===== src/rtl/dm_arbiter.sv =====
// Two-port arbiter and one-cycle access sequencer for the single-port data memory.
// Build option: define DM_ARB_RR_EN for round-robin tie-break; otherwise port 0 has fixed priority.
module dm_arbiter #(
    parameter int         ADDR_W    = 32,
    parameter logic [2:0] WORD_TYPE = 3'b000,
    parameter logic [2:0] HALF_TYPE = 3'b001,
    parameter logic [2:0] BYTE_TYPE = 3'b010
) (
    input  logic              clk,
    input  logic              reset,
    input  logic              req0,
    input  logic              req1,
    input  logic [ADDR_W-1:0] addr0,
    input  logic [ADDR_W-1:0] addr1,
    input  logic [31:0]       wdata0,
    input  logic [31:0]       wdata1,
    input  logic              we0,
    input  logic              we1,
    input  logic [2:0]        type0,
    input  logic [2:0]        type1,
    input  logic [31:0]       pc0,
    input  logic [31:0]       pc1,
    output logic              ack0,
    output logic              ack1,
    output logic              err0,
    output logic              err1,
    output logic [31:0]       rdata,
    output logic [ADDR_W-1:0] dm_a,
    output logic [31:0]       dm_wdata,
    output logic              dm_we,
    output logic [2:0]        dm_type,
    output logic [31:0]       dm_pc,
    input  logic [31:0]       dm_rd
);

    typedef enum logic [1:0] {IDLE, ACCESS, RESP} state_t;

    state_t      state_reg, state_next;
    logic        owner_reg, owner_next;
    logic        err_reg, err_next;
    logic [31:0] rdata_reg, rdata_next;
    logic        grant;

    logic [1:0]        req_vec, we_vec, fault_vec, ack_vec;
    logic [ADDR_W-1:0] addr_vec  [2];
    logic [31:0]       wdata_vec [2];
    logic [31:0]       pc_vec    [2];
    logic [2:0]        type_vec  [2];

    assign req_vec      = {req1, req0};
    assign we_vec       = {we1, we0};
    assign addr_vec[0]  = addr0;
    assign addr_vec[1]  = addr1;
    assign wdata_vec[0] = wdata0;
    assign wdata_vec[1] = wdata1;
    assign pc_vec[0]    = pc0;
    assign pc_vec[1]    = pc1;
    assign type_vec[0]  = type0;
    assign type_vec[1]  = type1;

    function automatic logic is_fault(input logic [1:0] lo, input logic [2:0] typ);
        logic f;
        f = 1'b0;
        if (typ > BYTE_TYPE)
            f = 1'b1;
        else if (typ == WORD_TYPE && lo != 2'b00)
            f = 1'b1;
        else if (typ == HALF_TYPE && lo[0])
            f = 1'b1;
        return f;
    endfunction

    genvar gi;
    generate
        for (gi = 0; gi < 2; gi++) begin : g_port
            assign fault_vec[gi] = is_fault(addr_vec[gi][1:0], type_vec[gi]);
            // Response flags come straight from state so a reset in RESP drops them at once.
            assign ack_vec[gi]   = (state_reg == RESP) && (owner_reg == 1'(gi));
        end
    endgenerate

    assign ack0  = ack_vec[0];
    assign ack1  = ack_vec[1];
    assign err0  = ack_vec[0] & err_reg;
    assign err1  = ack_vec[1] & err_reg;
    assign rdata = rdata_reg;

`ifdef DM_ARB_RR_EN
    logic last_owner_reg, last_owner_next;
    assign grant = (req0 && req1) ? ~last_owner_reg : ~req0;
`else
    assign grant = ~req0;
`endif

    always_comb begin
        state_next = state_reg;
        owner_next = owner_reg;
        err_next   = err_reg;
        rdata_next = rdata_reg;
`ifdef DM_ARB_RR_EN
        last_owner_next = last_owner_reg;
`endif
        dm_a     = '0;
        dm_wdata = '0;
        dm_we    = 1'b0;
        dm_type  = WORD_TYPE;
        dm_pc    = '0;
        case (state_reg)
            IDLE: begin
                if (|req_vec) begin
                    owner_next = grant;
`ifdef DM_ARB_RR_EN
                    last_owner_next = grant;
`endif
                    state_next = ACCESS;
                end
            end
            ACCESS: begin
                dm_a       = addr_vec[owner_reg];
                dm_wdata   = wdata_vec[owner_reg];
                dm_type    = type_vec[owner_reg];
                dm_pc      = pc_vec[owner_reg];
                dm_we      = we_vec[owner_reg] & ~fault_vec[owner_reg];
                err_next   = fault_vec[owner_reg];
                rdata_next = (!we_vec[owner_reg] && !fault_vec[owner_reg]) ? dm_rd : 32'h0;
                state_next = RESP;
            end
            RESP: begin
                state_next = IDLE;
            end
            default: begin
                state_next = IDLE;
            end
        endcase
    end

    always_ff @(posedge clk or posedge reset) begin
        if (reset) begin
            state_reg <= IDLE;
            owner_reg <= 1'b0;
            err_reg   <= 1'b0;
            rdata_reg <= 32'h0;
`ifdef DM_ARB_RR_EN
            last_owner_reg <= 1'b1;
`endif
        end else begin
            state_reg <= state_next;
            owner_reg <= owner_next;
            err_reg   <= err_next;
            rdata_reg <= rdata_next;
`ifdef DM_ARB_RR_EN
            last_owner_reg <= last_owner_next;
`endif
        end
    end

endmodule


===== config.mk =====
export PLATFORM = sky130hd
export DESIGN_NAME = dm_arbiter
export DESIGN_NICKNAME = d
export VERILOG_FILES = /design/src/rtl/dm_arbiter.sv
export SDC_FILE = /design/constraint.sdc
export NUM_CORES = 1
export LEC_CHECK = 0
export CORE_AREA = 2 2 145 147
export DETAILED_ROUTE_END_ITERATION = 8
export DIE_AREA = 0 0 147 149
export GPL_TIMING_DRIVEN = 0
export PLACE_DENSITY_LB_ADDON = 0.08
export SLEW_MARGIN = 20
export SYNTH_ARGS = -nofsm -noshare
export SYNTH_HDL_FRONTEND = slang
export SYNTH_SLANG_ARGS = --single-unit

===== constraint.sdc =====
create_clock -name clk -period 1.8 [get_ports clk]
set_input_delay 0.45 -clock clk [delete_from_list [all_inputs] [get_ports clk]]
set_output_delay 0.45 -clock clk [all_outputs]
set_load 0.03 [all_outputs]

==> impl_metrics.ini <==
[setup_path]
crit_arrival_ns = 1.62
slowest_stage = dfrtp_1
crit_fanout = 7
path_cells = buf_6 -> clkbuf_16 -> buf_16 -> mux2i_4 -> nor2_4 -> buf_6
critPathLaunchType = register
crit_buf_inv = 4
r2r_slack_ns = -0.05
cp_top_family = buffers and inverters
slowest_delay_ns = 0.37
crit_type = register to output port
path_common_cell = buf_6
cp-end-kind = output port
cp.required_ns = 1.35

[route]
dr.pass1.iters = 5
wl_per_cell_microns = 19.6
drc = 0
ant_nets = 0
vias = 4421
drt_first_iter_violations = 97
drt_wl_total_microns = 21100
viasPerCell = 4.12

[cells_and_area]
finalNonFillerCells = 1072
areaGrowthSynthToFinish_pct = 184
drive_gt1_frac = 0.427
largest_reg_flops = 32
fillers = 2026
nets = 1027

[clock_network]
cts_buffers = 5
clockBufferDepth = 2
cts_root_buf = clkbuf_16
htree_levels = 2
clk_latency_ns = 0.27
postCtsHoldBufs = 0
cts.sinks = 36
clkTransAtPathRegs_ns = 0.06
cts_tree = built

[timing]
timing.final.crit_share = 1.15
setup_slack_ns = -0.266
setup_viol_count_final = 130
relSlewSlack = 0.673
drv_slew = 0
fin_crit_ns = 2.07
skew_ns = 0.00642
worstMarginPinSlew_ns = 0.490
hold_viol_final = 0
max_freq_mhz = 484
rsz0062_at_grt = yes

[synthesis]
syn-num-nets = 627
synth_area_leader_cell = mux2i_1
synth_area_leaders = mux2i_1 (32%), dfrtp_1 (29%), nor2_1 (12%)
synth_area_sq_um = 3120
synth_commonest_cells = nor2_1 (102), mux2i_1 (99), nand2_1 (65)
synth_seq_cells = 36
yosysMostFrequentCell = nor2_1
ys_types = 24
yosysSeqAreaShare = 0.289
synth_top_area_share = 0.318
synthCells = 391
async_reset_ff_frac = 1.00
synth_ff_type = dfrtp_1
syn_avg_cell_area_sq_um = 7.97
synth_warnings = 0
synth_edf_count = 0

[hold_path]
hold_path_class = primary input to async pin

[placed_design]
place_congestion = 0.955
dp_slack_ns = -1.42
port_buffers = 371
dp_hpwl_microns = 16900
placed_cells = 1038

[floorplanning]
io_pins = 372
die_x_microns = 147
num_rows = 53
dieArea_sq_um = 21900
initial_utilization = 0.152
coreArea_sq_um = 20600
die_h_microns = 149

[pwr]
power_density_nw_per_um2 = 1490
p_int_mw = 6.94
p_sw_mw = 6.23
peakVddDrop_v = 0.000597
seqPwrFrac = 0.088
leakagePower_nw = 3.79
power_mw = 13.2
switching_share = 0.473
combPwrFrac = 0.846
clockPowerShare = 0.066

[flow_run]
cap_violations = 0

[grt]
track_usage = 0.185
grt_pass1_wl_microns = 30300
grt_pass1_vias = 4699
grt_max_degree = 27
overflow = 0
antenna_found_initial = 5

[status]
status = finished, violations left
violations = setup timing
cell usage in the layout, fill, tap and decap left out, drive strengths merged, types with 2 or more instances in the layout:
master and instances:
diode 5, nand2b 5, nor2 102, clkbuf 34
a21oi 4, mux2i 99, nor2b 2, dlymetal6s2s 10
dlygate4sd2 5, o21ai 33, clkdlybuf4s15 2, clkdlybuf4s50 248
buf 133, dfrtp 36, nand2 65, and2 2
area by class of cell:
type                    instances  area, sq um  area share
clock buffers                   7          143      0.0161
multi-input cells             321         2800       0.316
inverters                       2         12.5     0.00141
plain buffers                  32          542      0.0611
diodes                          5         12.5     0.00141
clock inverters                 1         7.51    0.000847
repair buffers                393         4110       0.463
well taps                     275          344      0.0388
flip-flops and latches         36          902       0.102
path summary, 6_finish.rpt:
check / startpoint / to / cells after the start
worst max-delay path: owner_reg$_DFFE_PP0P_ / dm_wdata[16] / 6
min in group clk: rdata[14]$_DFFE_PP0N_ / rdata[14]$_DFFE_PP0N_ / 2
max in group asynchronous: reset / state_reg[0]$_DFFE_PP0P_ / 3
worst min-delay path: reset / rdata[3]$_DFFE_PP0N_ / 2
worst max register to register: owner_reg$_DFFE_PP0P_ / rdata[27]$_DFFE_PP0N_ / 7
worst min register to register: rdata[14]$_DFFE_PP0N_ / rdata[14]$_DFFE_PP0N_ / 2
cell families after synthesis:
| kind of cell | Yosys count | share of synthesized area |
|---|---|---|
| and+or+nand+nor | 180 | 0.228 |
| DFF | 36 | 0.289 |
| buffers and inverters | 35 | 0.0562 |
| AOI/OAI and AO/OA | 40 | 0.104 |
| muxes | 100 | 0.323 |
per-layer routing:
layer  vias up  part of all wire  track usage
li1       2123                 -            -
met1      2085              0.37        0.207
met2       195              0.53        0.343
met3        18             0.083       0.0590
met4         0             0.015       0.0428
met5         -                 0            0
power groups by stage:
stage	Combinational (mW)	Clock, mW	Sequential (mW)
final	11.1	0.868	1.16
after global routing	11.7	0.932	1.20
after CTS	10.5	0.910	1.17
after detailed placement	8.41	0	1.16
after global placement	8.34	0	1.16
after floorplan	4.68	0	1.49
stage by stage:
step	area, sq um	util	hold WS [ns]	TNS [ns]
after floorplan	3310	-	0.455	-7.09
after global placement	7360	0.358	0.462	-131.74
after detailed placement	7380	0.359	0.466	-127.88
after CTS	8400	0.409	0.428	-17.99
after global routing	8860	0.431	0.452	-24.57
final	8870	0.431	0.427	-16.36
worst register-to-register path: stages, from the launching register on:
cell,delay [ns]
dfrtp_1,0.37
buf_6,0.13
buf_4,0.15
mux2_4,0.31
or2_1,0.22
o22a_4,0.28
clkbuf_16,0.20
o21ai_2,0.12
timing repair:
item                       in CTS  in global routing
gates resized for setup       839                110
pin swaps                       8                  6
buffers inserted                4                  4
gates cloned                   10                  4
setup endpoints to repair     136                144
(Power assumes the default switching activity.)
